<file path="src/rtl/decode_stage.sv">
// Instruction-decode stage: field extraction, register-file reads with
// write-through bypass, and a one-entry pipeline register feeding execute.
module decode_stage #(
   parameter logic [5:0] OP_RTYPE = 6'h00,
   parameter logic [5:0] OP_FPU   = 6'h11,
   parameter logic [5:0] OP_J     = 6'h02,
   parameter logic [5:0] OP_JAL   = 6'h03,
   parameter logic [5:0] OP_BEQ   = 6'h04,
   parameter logic [5:0] OP_BNE   = 6'h05,
   parameter logic [5:0] OP_LW_S  = 6'h31,
   parameter logic [5:0] OP_SW_S  = 6'h39,
   parameter logic [5:0] FUNC_JR  = 6'h08
) (
   input  logic        clk,
   input  logic        rst,
   input  logic        if_valid,
   input  logic [31:0] if_pc,
   input  logic [31:0] if_instr,
   output logic        id_ready,
   input  logic        ex_busy,
   input  logic        flush,
   input  logic [1:0]  wb_we,
   input  logic [4:0]  wb_rd,
   input  logic [31:0] wb_d,
   output logic [31:0] pc,
   output logic [1:0]  op_type,
   output logic [5:0]  instr,
   output logic [31:0] de_s,
   output logic [31:0] de_t,
   output logic [5:0]  de_rs,
   output logic [5:0]  de_rt,
   output logic [4:0]  de_rd,
   output logic [1:0]  de_rw,
   output logic [31:0] imm,
   output logic        branch,
   output logic        jump,
   output logic        is_jr,
   output logic        start
);

   // Handshake: a fetch word transfers on a clock edge where if_valid and
   // id_ready are both high; id_ready depends only on ex_busy (and reset).
   logic [31:0] int_rf_q [32];
   logic [31:0] fp_rf_q  [32];

   always_ff @(posedge clk) begin
      if (wb_we[0] && (wb_rd != 5'd0)) int_rf_q[wb_rd] <= wb_d;
      if (wb_we[1])                    fp_rf_q[wb_rd]  <= wb_d;
   end

   // Read value of {bank, idx} as seen after this cycle's writeback lands.
   function automatic logic [31:0] fwd(input logic bank, input logic [4:0] idx,
                                       input logic [31:0] stored, input logic [1:0] we,
                                       input logic [4:0] rd, input logic [31:0] d);
      logic [31:0] v;
      v = stored;
      if (!bank && (idx == 5'd0)) v = '0;
      else if (we[bank] && (rd == idx)) v = d;
      return v;
   endfunction

   logic [5:0]  opcode, funct;
   logic [4:0]  f_rs, f_rt;
   logic        is_r, is_fpu, is_j, is_jal, is_br, is_jr_n;
   logic        rs_fp, rt_fp, wr_fp, wr_en;
   logic [1:0]  op_type_n, de_rw_n;
   logic [5:0]  instr_n;
   logic [4:0]  de_rd_n;
   logic [31:0] imm_n, rs_raw, rt_raw, de_s_n, de_t_n;

   always_comb begin
      opcode    = if_instr[31:26];
      funct     = if_instr[5:0];
      f_rs      = if_instr[25:21];
      f_rt      = if_instr[20:16];
      is_r      = (opcode == OP_RTYPE);
      is_fpu    = (opcode == OP_FPU);
      is_j      = (opcode == OP_J);
      is_jal    = (opcode == OP_JAL);
      is_br     = (opcode == OP_BEQ) || (opcode == OP_BNE);
      is_jr_n   = is_r && (funct == FUNC_JR);
      rs_fp     = is_fpu;
      rt_fp     = is_fpu || (opcode == OP_LW_S) || (opcode == OP_SW_S);
      wr_fp     = is_fpu || (opcode == OP_LW_S);
      // Writers: R-type except jr, FPU, float load, jal, I-type ALU 08-0F, loads 20-27.
      wr_en     = (is_r && !is_jr_n) || wr_fp || is_jal ||
                  (opcode[5:3] == 3'b001) || (opcode[5:3] == 3'b100);
      op_type_n = is_r ? 2'b01 : (is_fpu ? 2'b10 : 2'b00);
      instr_n   = (is_r || is_fpu) ? funct : opcode;
      imm_n     = (is_j || is_jal) ? {6'b0, if_instr[25:0]}
                                   : {{16{if_instr[15]}}, if_instr[15:0]};
      if (is_jal)               de_rd_n = 5'd31;
      else if (is_r || is_fpu)  de_rd_n = if_instr[15:11];
      else                      de_rd_n = f_rt;
      de_rw_n   = !wr_en ? 2'b00 : (wr_fp ? 2'b10 : 2'b01);
      rs_raw    = rs_fp ? fp_rf_q[f_rs] : int_rf_q[f_rs];
      rt_raw    = rt_fp ? fp_rf_q[f_rt] : int_rf_q[f_rt];
      de_s_n    = is_jal ? (if_pc + 32'd4) : fwd(rs_fp, f_rs, rs_raw, wb_we, wb_rd, wb_d);
      de_t_n    = fwd(rt_fp, f_rt, rt_raw, wb_we, wb_rd, wb_d);
   end

   logic [31:0] pc_q, pc_d, de_s_q, de_s_d, de_t_q, de_t_d, imm_q, imm_d;
   logic [1:0]  op_type_q, op_type_d, de_rw_q, de_rw_d;
   logic [5:0]  instr_q, instr_d, de_rs_q, de_rs_d, de_rt_q, de_rt_d;
   logic [4:0]  de_rd_q, de_rd_d;
   logic        branch_q, branch_d, jump_q, jump_d, is_jr_q, is_jr_d;
   logic        start_q, start_d, link_q, link_d;

   always_comb begin
      pc_d      = pc_q;
      op_type_d = op_type_q;
      instr_d   = instr_q;
      de_rs_d   = de_rs_q;
      de_rt_d   = de_rt_q;
      de_rd_d   = de_rd_q;
      de_rw_d   = de_rw_q;
      imm_d     = imm_q;
      branch_d  = branch_q;
      jump_d    = jump_q;
      is_jr_d   = is_jr_q;
      link_d    = link_q;
      start_d   = 1'b0;
      // Held operands track writebacks so execute never sees a stale value.
      de_s_d    = link_q ? de_s_q : fwd(de_rs_q[5], de_rs_q[4:0], de_s_q, wb_we, wb_rd, wb_d);
      de_t_d    = fwd(de_rt_q[5], de_rt_q[4:0], de_t_q, wb_we, wb_rd, wb_d);
      if (flush) begin
         op_type_d = 2'b00;
         instr_d   = 6'd0;
         de_rw_d   = 2'b00;
         branch_d  = 1'b0;
         jump_d    = 1'b0;
         is_jr_d   = 1'b0;
      end else if (!ex_busy && if_valid) begin
         pc_d      = if_pc;
         op_type_d = op_type_n;
         instr_d   = instr_n;
         de_rs_d   = {rs_fp, f_rs};
         de_rt_d   = {rt_fp, f_rt};
         de_rd_d   = de_rd_n;
         de_rw_d   = de_rw_n;
         imm_d     = imm_n;
         branch_d  = is_br;
         jump_d    = is_j || is_jal;
         is_jr_d   = is_jr_n;
         link_d    = is_jal;
         de_s_d    = de_s_n;
         de_t_d    = de_t_n;
         start_d   = 1'b1;
      end
   end

   always_ff @(posedge clk) begin
      if (rst) begin
         pc_q      <= '0;
         op_type_q <= '0;
         instr_q   <= '0;
         de_s_q    <= '0;
         de_t_q    <= '0;
         de_rs_q   <= '0;
         de_rt_q   <= '0;
         de_rd_q   <= '0;
         de_rw_q   <= '0;
         imm_q     <= '0;
         branch_q  <= 1'b0;
         jump_q    <= 1'b0;
         is_jr_q   <= 1'b0;
         link_q    <= 1'b0;
         start_q   <= 1'b0;
      end else begin
         pc_q      <= pc_d;
         op_type_q <= op_type_d;
         instr_q   <= instr_d;
         de_s_q    <= de_s_d;
         de_t_q    <= de_t_d;
         de_rs_q   <= de_rs_d;
         de_rt_q   <= de_rt_d;
         de_rd_q   <= de_rd_d;
         de_rw_q   <= de_rw_d;
         imm_q     <= imm_d;
         branch_q  <= branch_d;
         jump_q    <= jump_d;
         is_jr_q   <= is_jr_d;
         link_q    <= link_d;
         start_q   <= start_d;
      end
   end

   assign id_ready = !ex_busy && !rst;
   assign pc       = pc_q;
   assign op_type  = op_type_q;
   assign instr    = instr_q;
   assign de_s     = de_s_q;
   assign de_t     = de_t_q;
   assign de_rs    = de_rs_q;
   assign de_rt    = de_rt_q;
   assign de_rd    = de_rd_q;
   assign de_rw    = de_rw_q;
   assign imm      = imm_q;
   assign branch   = branch_q;
   assign jump     = jump_q;
   assign is_jr    = is_jr_q;
   assign start    = start_q;

endmodule

</file>
<file path="config.mk">
export PLATFORM = sky130hd
export DESIGN_NAME = decode_stage
export DESIGN_NICKNAME = d
export VERILOG_FILES = /design/src/rtl/decode_stage.sv
export SDC_FILE = /design/constraint.sdc
export NUM_CORES = 2
export LEC_CHECK = 0
export CAP_MARGIN = 5
export CORE_ASPECT_RATIO = 1.5
export CORE_UTILIZATION = 50
export DETAILED_ROUTE_END_ITERATION = 6
export GPL_ROUTABILITY_DRIVEN = 0
export PLACE_DENSITY = 0.69
export SLEW_MARGIN = 40
export SYNTH_ARGS = -nofsm -noshare
export SYNTH_HDL_FRONTEND = slang
export SYNTH_SLANG_ARGS = --single-unit
</file>
<file path="constraint.sdc">
create_clock -name clk -period 3.45 [get_ports clk]
set_input_delay 0.69 -clock clk [delete_from_list [all_inputs] [get_ports clk]]
set_output_delay 0.69 -clock clk [all_outputs]
set_load 0.005 [all_outputs]
</file>
=== Yosys cells after proc, flatten, opt, wreduce, memory -nomap -nowiden ===
Memory sizes are Yosys's and may differ from the RTL's.
Index checks and enable logic that the tools add are counted.

* RAM bits: 2048
* Input bits: 108
* Output and inout bits: 160
* Memories: 2
* Memory bits (read-only): 0
* Latch bits: 0
* Bits in registers: 160

{| class="wikitable"
|+ Memories
! name !! words !! bits a word !! rd ports !! clocked after memory_dff !! write ports !! RTL line !! text
|-
| fp_rf_q || 32 || 32 || 2 || 0 || 1 || 44 || <nowiki>logic [31:0] fp_rf_q [32];</nowiki>
|-
| int_rf_q || 32 || 32 || 2 || 0 || 1 || 43 || <nowiki>logic [31:0] int_rf_q [32];</nowiki>
|}

* Div/mod/pow operators: 0
* Bitwise operators: 1
* Equality and inequality tests: 14
* Mux-type cells: 37
* Multiply operators: 0
* Shifts and indexed selects: 0
* $add $sub $neg: 1
* Order comparisons: 4
* Reductions and logical operators: 37

{| class="wikitable"
|+ Operators with widths
! cell !! count
|-
| 32-bit two-way mux || 17
|-
| 32-bit by 3-bit adder with 32-bit output (second input constant) || 1
|-
| 5-bit == test || 4
|-
| 5-bit zero test || 4
|-
| 1-bit logical AND || 13
|-
| 1-bit two-way mux || 13
|-
| 6-bit by 2-bit == test with 1-bit output (second input constant) || 2
|-
| 6-bit by 3-bit == test with 1-bit output (second input constant) || 2
|-
| 6-bit == test (second input constant) || 2
|-
| 5-bit two-way mux || 2
|-
| 1-bit logical OR || 9
|-
| 1-bit by 2-bit < comparator with 1-bit output (second input constant) || 4
|-
| 2-bit two-way mux || 4
|-
| 1-bit zero test || 7
|-
| 6-bit by 4-bit == test with 1-bit output (second input constant) || 1
|-
| 6-bit by 5-bit == test with 1-bit output (second input constant) || 1
|-
| 6-bit zero test || 1
|-
| 6-bit two-way mux || 1
|-
| 5-bit nonzero test || 1
|-
| 3-bit by 1-bit == test with 1-bit output (second input constant) || 1
|-
| 3-bit == test (second input constant) || 1
|-
| 2-bit AND reduction || 1
|-
| 2-bit OR reduction || 1
|-
| 1-bit NOT || 1
|}

=== Depth between registers and ports, before layout ===
* Depth in word-level cells: 10
* Depth in mapped cells: 13
* Mapped depth without buffers: 7

=== Worst setup path before layout ===
No wires, ideal clock.

* Kind: input to register
* Start point: input port wb_rd[3]
* End point: memory fp_rf_q[9][0], enable pin
* Setup slack: 0.055 ns
* Library setup time: 0.421 ns
* Stages on the path: 4
* Arrival: 2.974 ns
* Cell sequence: clkbuf_1 -> or3b_2 -> clkbuf_1 -> nor2_1

{| class="wikitable"
|+ RTL lines
! what !! RTL line !! text
|-
| start: declaration || 23 || <nowiki>input logic [4:0] wb_rd,</nowiki>
|-
| end: declaration || 44 ||
|}

No word-level cell before the write port.

=== Worst setup path after layout ===
* Start point: input port if_instr[26]
* End point: register de_s_q[31] (netlist: de_s[31])

* Cells in the longest elaborated chain, start to end: 9

{| class="wikitable"
|+ RTL lines
! what !! RTL line !! text
|-
| start: declaration || 18 || <nowiki>input logic [31:0] if_instr,</nowiki>
|-
| 6-bit by 5-bit == test with 1-bit output || 77 || <nowiki>is_fpu = (opcode == OP_FPU);</nowiki>
|-
| 1-bit two-way mux (implied by the code) (2 in a row) || 58 || <nowiki>else if (we[bank] && (rd == idx)) v = d;</nowiki>
|-
| 1-bit logical AND || 58 ||
|-
| 32-bit two-way mux || 58 ||
|-
| 32-bit two-way mux || 57 || <nowiki>if (!bank && (idx == 5'd0)) v = '0;</nowiki>
|-
| 32-bit two-way mux * || 98 || <nowiki>de_s_n = is_jal ? (if_pc + 32'd4) : fwd(rs_fp, f_rs, rs_raw, wb_we, wb_rd, wb_d);</nowiki>
|-
| 32-bit two-way mux * || 133 || <nowiki>end else if (!ex_busy && if_valid) begin</nowiki>
|-
| 32-bit two-way mux * || 126 || <nowiki>if (flush) begin</nowiki>
|-
| end signal: assignment || 173 || <nowiki>de_s_q <= de_s_d;</nowiki>
|-
| end: declaration || 102 || <nowiki>logic [31:0] pc_q, pc_d, de_s_q, de_s_d, de_t_q, de_t_d, imm_q, imm_d;</nowiki>
|}

Every way passes the cells marked *; elsewhere a longest branch is shown, timed or not. The select of a mux whose other input is x is not followed.
A chain may end at the register's enable or synchronous reset.

==> out/results.tsv <==
stage	metric	value	unit
sta	Tcrit/Tclk final	94.67	%
drt	initial drt markers	9328	
sta	Final WS setup	0.1838	ns
placed_design	post-placement setup slack	-0.4545	ns
critical_path	Critical Path End Type	register	
clock_network	clk buf depth	4	
synthesis	Synth area leader	edfxtp_1	
finish	Nets	5999	
synthesis	Synth top area share	60.44	%
synthesis	Synth cell types	70	
synthesis	register area share after synthesis	63.49	%
clock_network	Clock Latency Late Sink	0.86	ns
critical_path	reg2reg start	de_rs[1]$_SDFFE_PP0P_	
sta	Final Critical Period	3.266	ns
synthesis	gate count of the mapped netlist	5172	
clock_network	TritonCTS clock tree	yes	
outcome	status	finished, final reports clean	
placed_design	Port Buffer Count	267	
min_path	HP Start	wb_d[30]	
grt	GRT Overall Usage	34.63	%
clock_network	root buffer cell	clkbuf_16	
sta	unrepaired setup endpoints after global routing	no	
die	Die ar.	0.2054	mm²
power_and_ir_drop	Pleak	38.39	nW
synthesis	Synth warnings	0	
min_path	hold endpoint	fp_rf_q[20][30]$_DFFE_PP_	
critical_path	R2R cell count	7	
grt	largest net degree at the start of global routing	86	
critical_path	Data required, critical path	4.19	ns
sta	final hold slack	0.2408	ns
min_path	min-delay worst type	in2reg	
placed_design	DP HPWL	226.5	mm
synthesis	synthesized area	0.1018	mm²
synthesis	Primary FF master, synth	edfxtp_1	
min_path	worst hold path cell count	1	
sta	worst slew pin tran	0.8838	ns
drt	Vias	63148	
die	Chip Height	554.5	µm
die	Die Span X	370.3	µm
finish	non-filler cells, final	8719	
drt	final wirelength	354.3	mm
die	Starting Density	50.39	%
drt	met3 wire len	45.92	mm
sta	Fmax	306.2	MHz
drt	DR DRC count	0	
clock_network	# clock sinks	2203	
flow_run	maximum capacitance violations	0	
grt	number of global-route vias before repair	62941	
synthesis	Synth Area per Inst	19.67	µm²
die	total core area	0.2019	mm²
clock_network	CTS buffer count	204	
critical_path	RR Endpoint	de_s[3]$_SDFF_PP0_	
clock_network	Post-CTS Hold Fix Bufs	0	
placed_design	Post-DP Area	0.1133	mm²
drt	post-route ant nets	0	
critical_path	Critical Path Start Type	primary input	
die	num ports	268	
sta	Clock Skews	0.03477	ns
sta	final setup violation count	0	
finish	Post-Layout Inst Area	0.1201	mm²
power_and_ir_drop	Cell Pwr Density	492.1	mW/mm²
grt	first-pass GRT wire length	490.7	mm
drt	top layer reached by signal wires	met5	
finish	Layout area overhead	18.05	%
sta	Rel. slew slack	41.08	%
drt	metal2 WL	167.1	mm
synthesis	#FFs+latches synth	2203	
sta	fin. max-slew vios	0	
synthesis	ys async rst share	0	%
critical_path	critical path arrival	4.01	ns
drt	DR vias/cell	7.243	
synthesis	number of flops mapped to enable cells by yosys	2048	
grt	initial antenna violation count	30	
placed_design	Placed Instances	8336	
critical_path	r2r setup slk	0.75	ns
critical_path	Crit Path Class	in2reg	
clock_network	Clk pin slew, worst setup/hold paths	0.07	ns
grt	Congestion Overflow GR	0	
drt	Post-Route M1 WL	114.9	mm
clock_network	post-CTS sizing	0	
power_and_ir_drop	Peak VDD IR	0.0004463	V
power_and_ir_drop	Pwr Total	59.11	mW
drt	wire length per cell	40.63	µm
finish	layout cell share with drive strength beyond 1	38.24	%
synthesis	ranking of synthesized cells by area	edfxtp_1 (60%), mux4_2 (25%), dfxtp_1 (3.0%), mux2i_1 (1.9%), mux2_2 (1.3%)	
clock_network	H-Tree Depth	4	
drt	Detailed Routing Iterations Pass 1	6	
clock_network	postcts setup bufs	0	
critical_path	CP Max Fanout	5	
sta	final hold viol count	0	
die	Cell Rows	202	
-- how the worst max path moves through the flow --
stage	startpoint	cells after the start	slack, ns	end
final	if_instr[26]	10	0.18	de_s[31]$_SDFF_PP0_
after global routing	if_instr[26]	10	0.27	de_s[31]$_SDFF_PP0_
after CTS	de_t[17]$_SDFF_PP0_	1	0.40	de_t[17]
after detailed placement	if_instr[26]	10	-0.45	de_s[31]$_SDFF_PP0_
after global placement	if_instr[26]	10	-0.35	de_s[31]$_SDFF_PP0_
after floorplan	wb_rd[3]	4	0.06	fp_rf_q[9][0]$_DFFE_PP_
-- logic make-up (layout without fill, tap and decap cells) --
group / count (synthesis) / count (layout) / share of synthesized area [%]
flip-flops: 2203 / 2203 / 63.49
multiplexers: 1426 / 1426 / 27.84
AO/OA/AOI/OAI: 551 / 551 / 3.811
AND/OR/NAND/NOR: 497 / 497 / 2.196
buffers and inverters: 444 / 1293 / 2.227
XOR/XNOR: 49 / 49 / 0.4218
adder cells (fa/ha/maj): 1 / 1 / 0.01229
other: 1 / 47 / 0.003685
-- final cells by class --
cell class	count	area, µm²
antenna	15	37.54
clock buffer	238	5296
clock inverter	130	1439
fill	14337	81820
inverter	7	26.28
multi-input combinational	2556	35570
sequential	2203	64600
tap	2652	3318
timing repair buffer	918	9832
-- synthesized netlist by cell type, types with 9 or more instances --
cell	instances
a211oi_1	26
a21oi_1	148
a221o_1	9
a221oi_1	90
a22oi_1	47
a311oi_1	14
buf_1	33
buf_2	134
buf_4	31
buf_6	39
clkbuf_1	198
dfxtp_1	155
edfxtp_1	2048
mux2_2	116
mux2i_1	198
mux4_2	1112
nand2_1	176
nand3_1	37
nand4_1	10
nor2_1	161
nor2b_1	10
nor3_1	39
o21ai_0	60
o221ai_1	70
o22ai_1	24
xnor2_1	21
xor2_1	28
-- registers in the layout, indices dropped and copies added, names as in the netlist, 2 cells and up --
signal and count:
fp_rf_q 1024, int_rf_q 1024, de_s 32, de_t 32
pc 32, imm 27, de_rs 6, de_rt 6
instr 6, de_rd 5, de_rw 2, op_type 2
-- power breakdown --
group | internal (mW) | switching [mW] | total, mW
clock network | 13.2 | 10.1 | 23.3
registers | 29.6 | 0.207 | 29.8
logic | 2.68 | 3.34 | 6.02
total | 45.5 | 13.7 | 59.1
-- placed cells by master (no fill, tap or decap), types with 8 or more instances in the layout --
| master | synthesis | final |
|---|---|---|
| buf_4 | 31 | 472 |
| mux2_2 | 116 | 116 |
| nor4_1 | 8 | 8 |
| bufinv_16 | 0 | 30 |
| xor2_1 | 28 | 28 |
| conb_1 | 1 | 32 |
| nand3b_1 | 8 | 8 |
| nor3_1 | 39 | 36 |
| o211ai_1 | 8 | 8 |
| o21ai_0 | 60 | 60 |
| clkinv_2 | 0 | 34 |
| edfxtp_1 | 2048 | 2048 |
| a221o_1 | 9 | 9 |
| clkinvlp_4 | 0 | 18 |
| a21oi_1 | 148 | 147 |
| nand2_1 | 176 | 176 |
| clkbuf_16 | 0 | 207 |
| clkinv_1 | 0 | 36 |
| a22oi_1 | 47 | 47 |
| clkdlybuf4s50_1 | 0 | 224 |
| a221oi_1 | 90 | 90 |
| a211oi_1 | 26 | 25 |
| o22ai_1 | 24 | 24 |
| nor2_1 | 161 | 97 |
| o221ai_1 | 70 | 70 |
| diode_2 | 0 | 15 |
| buf_12 | 0 | 190 |
| buf_2 | 134 | 23 |
| clkbuf_1 | 198 | 31 |
| mux2i_1 | 198 | 198 |
| nand3_1 | 37 | 36 |
| a311oi_1 | 14 | 14 |
| dfxtp_1 | 155 | 155 |
| nand4_1 | 10 | 10 |
| xnor2_1 | 21 | 20 |
| mux4_2 | 1112 | 1112 |
| nor2_4 | 0 | 63 |
-- metrics by stage --
stage / TNS [ns] / utilization (%)
2_1_floorplan: 0 / -
6_report: 0 / 59.49
3_5_place_dp: -4.869 / 56.12
5_1_grt: 0 / 59.48
4_1_cts: 0 / 59.45
3_3_place_gp: -4.965 / 56.11
-- critical path: stages --
cell and delay (ns):
clkdlybuf4s50_1 0.59, nand3b_1 0.26, o31a_1 0.37, o211ai_4 0.29, nand2_1 0.46, buf_4 0.39, nor2_1 0.13, buf_4 0.24
nand3_1 0.24, a311oi_1 0.33
-- metal layers --
layer | vias up | GRT usage (%)
li1 | 23820 | -
met1 | 33100 | 42.57
met2 | 5011 | 54.42
met3 | 1201 | 9.698
met4 | 16 | 21.15
met5 | - | 0
(Power assumes the default switching activity.)
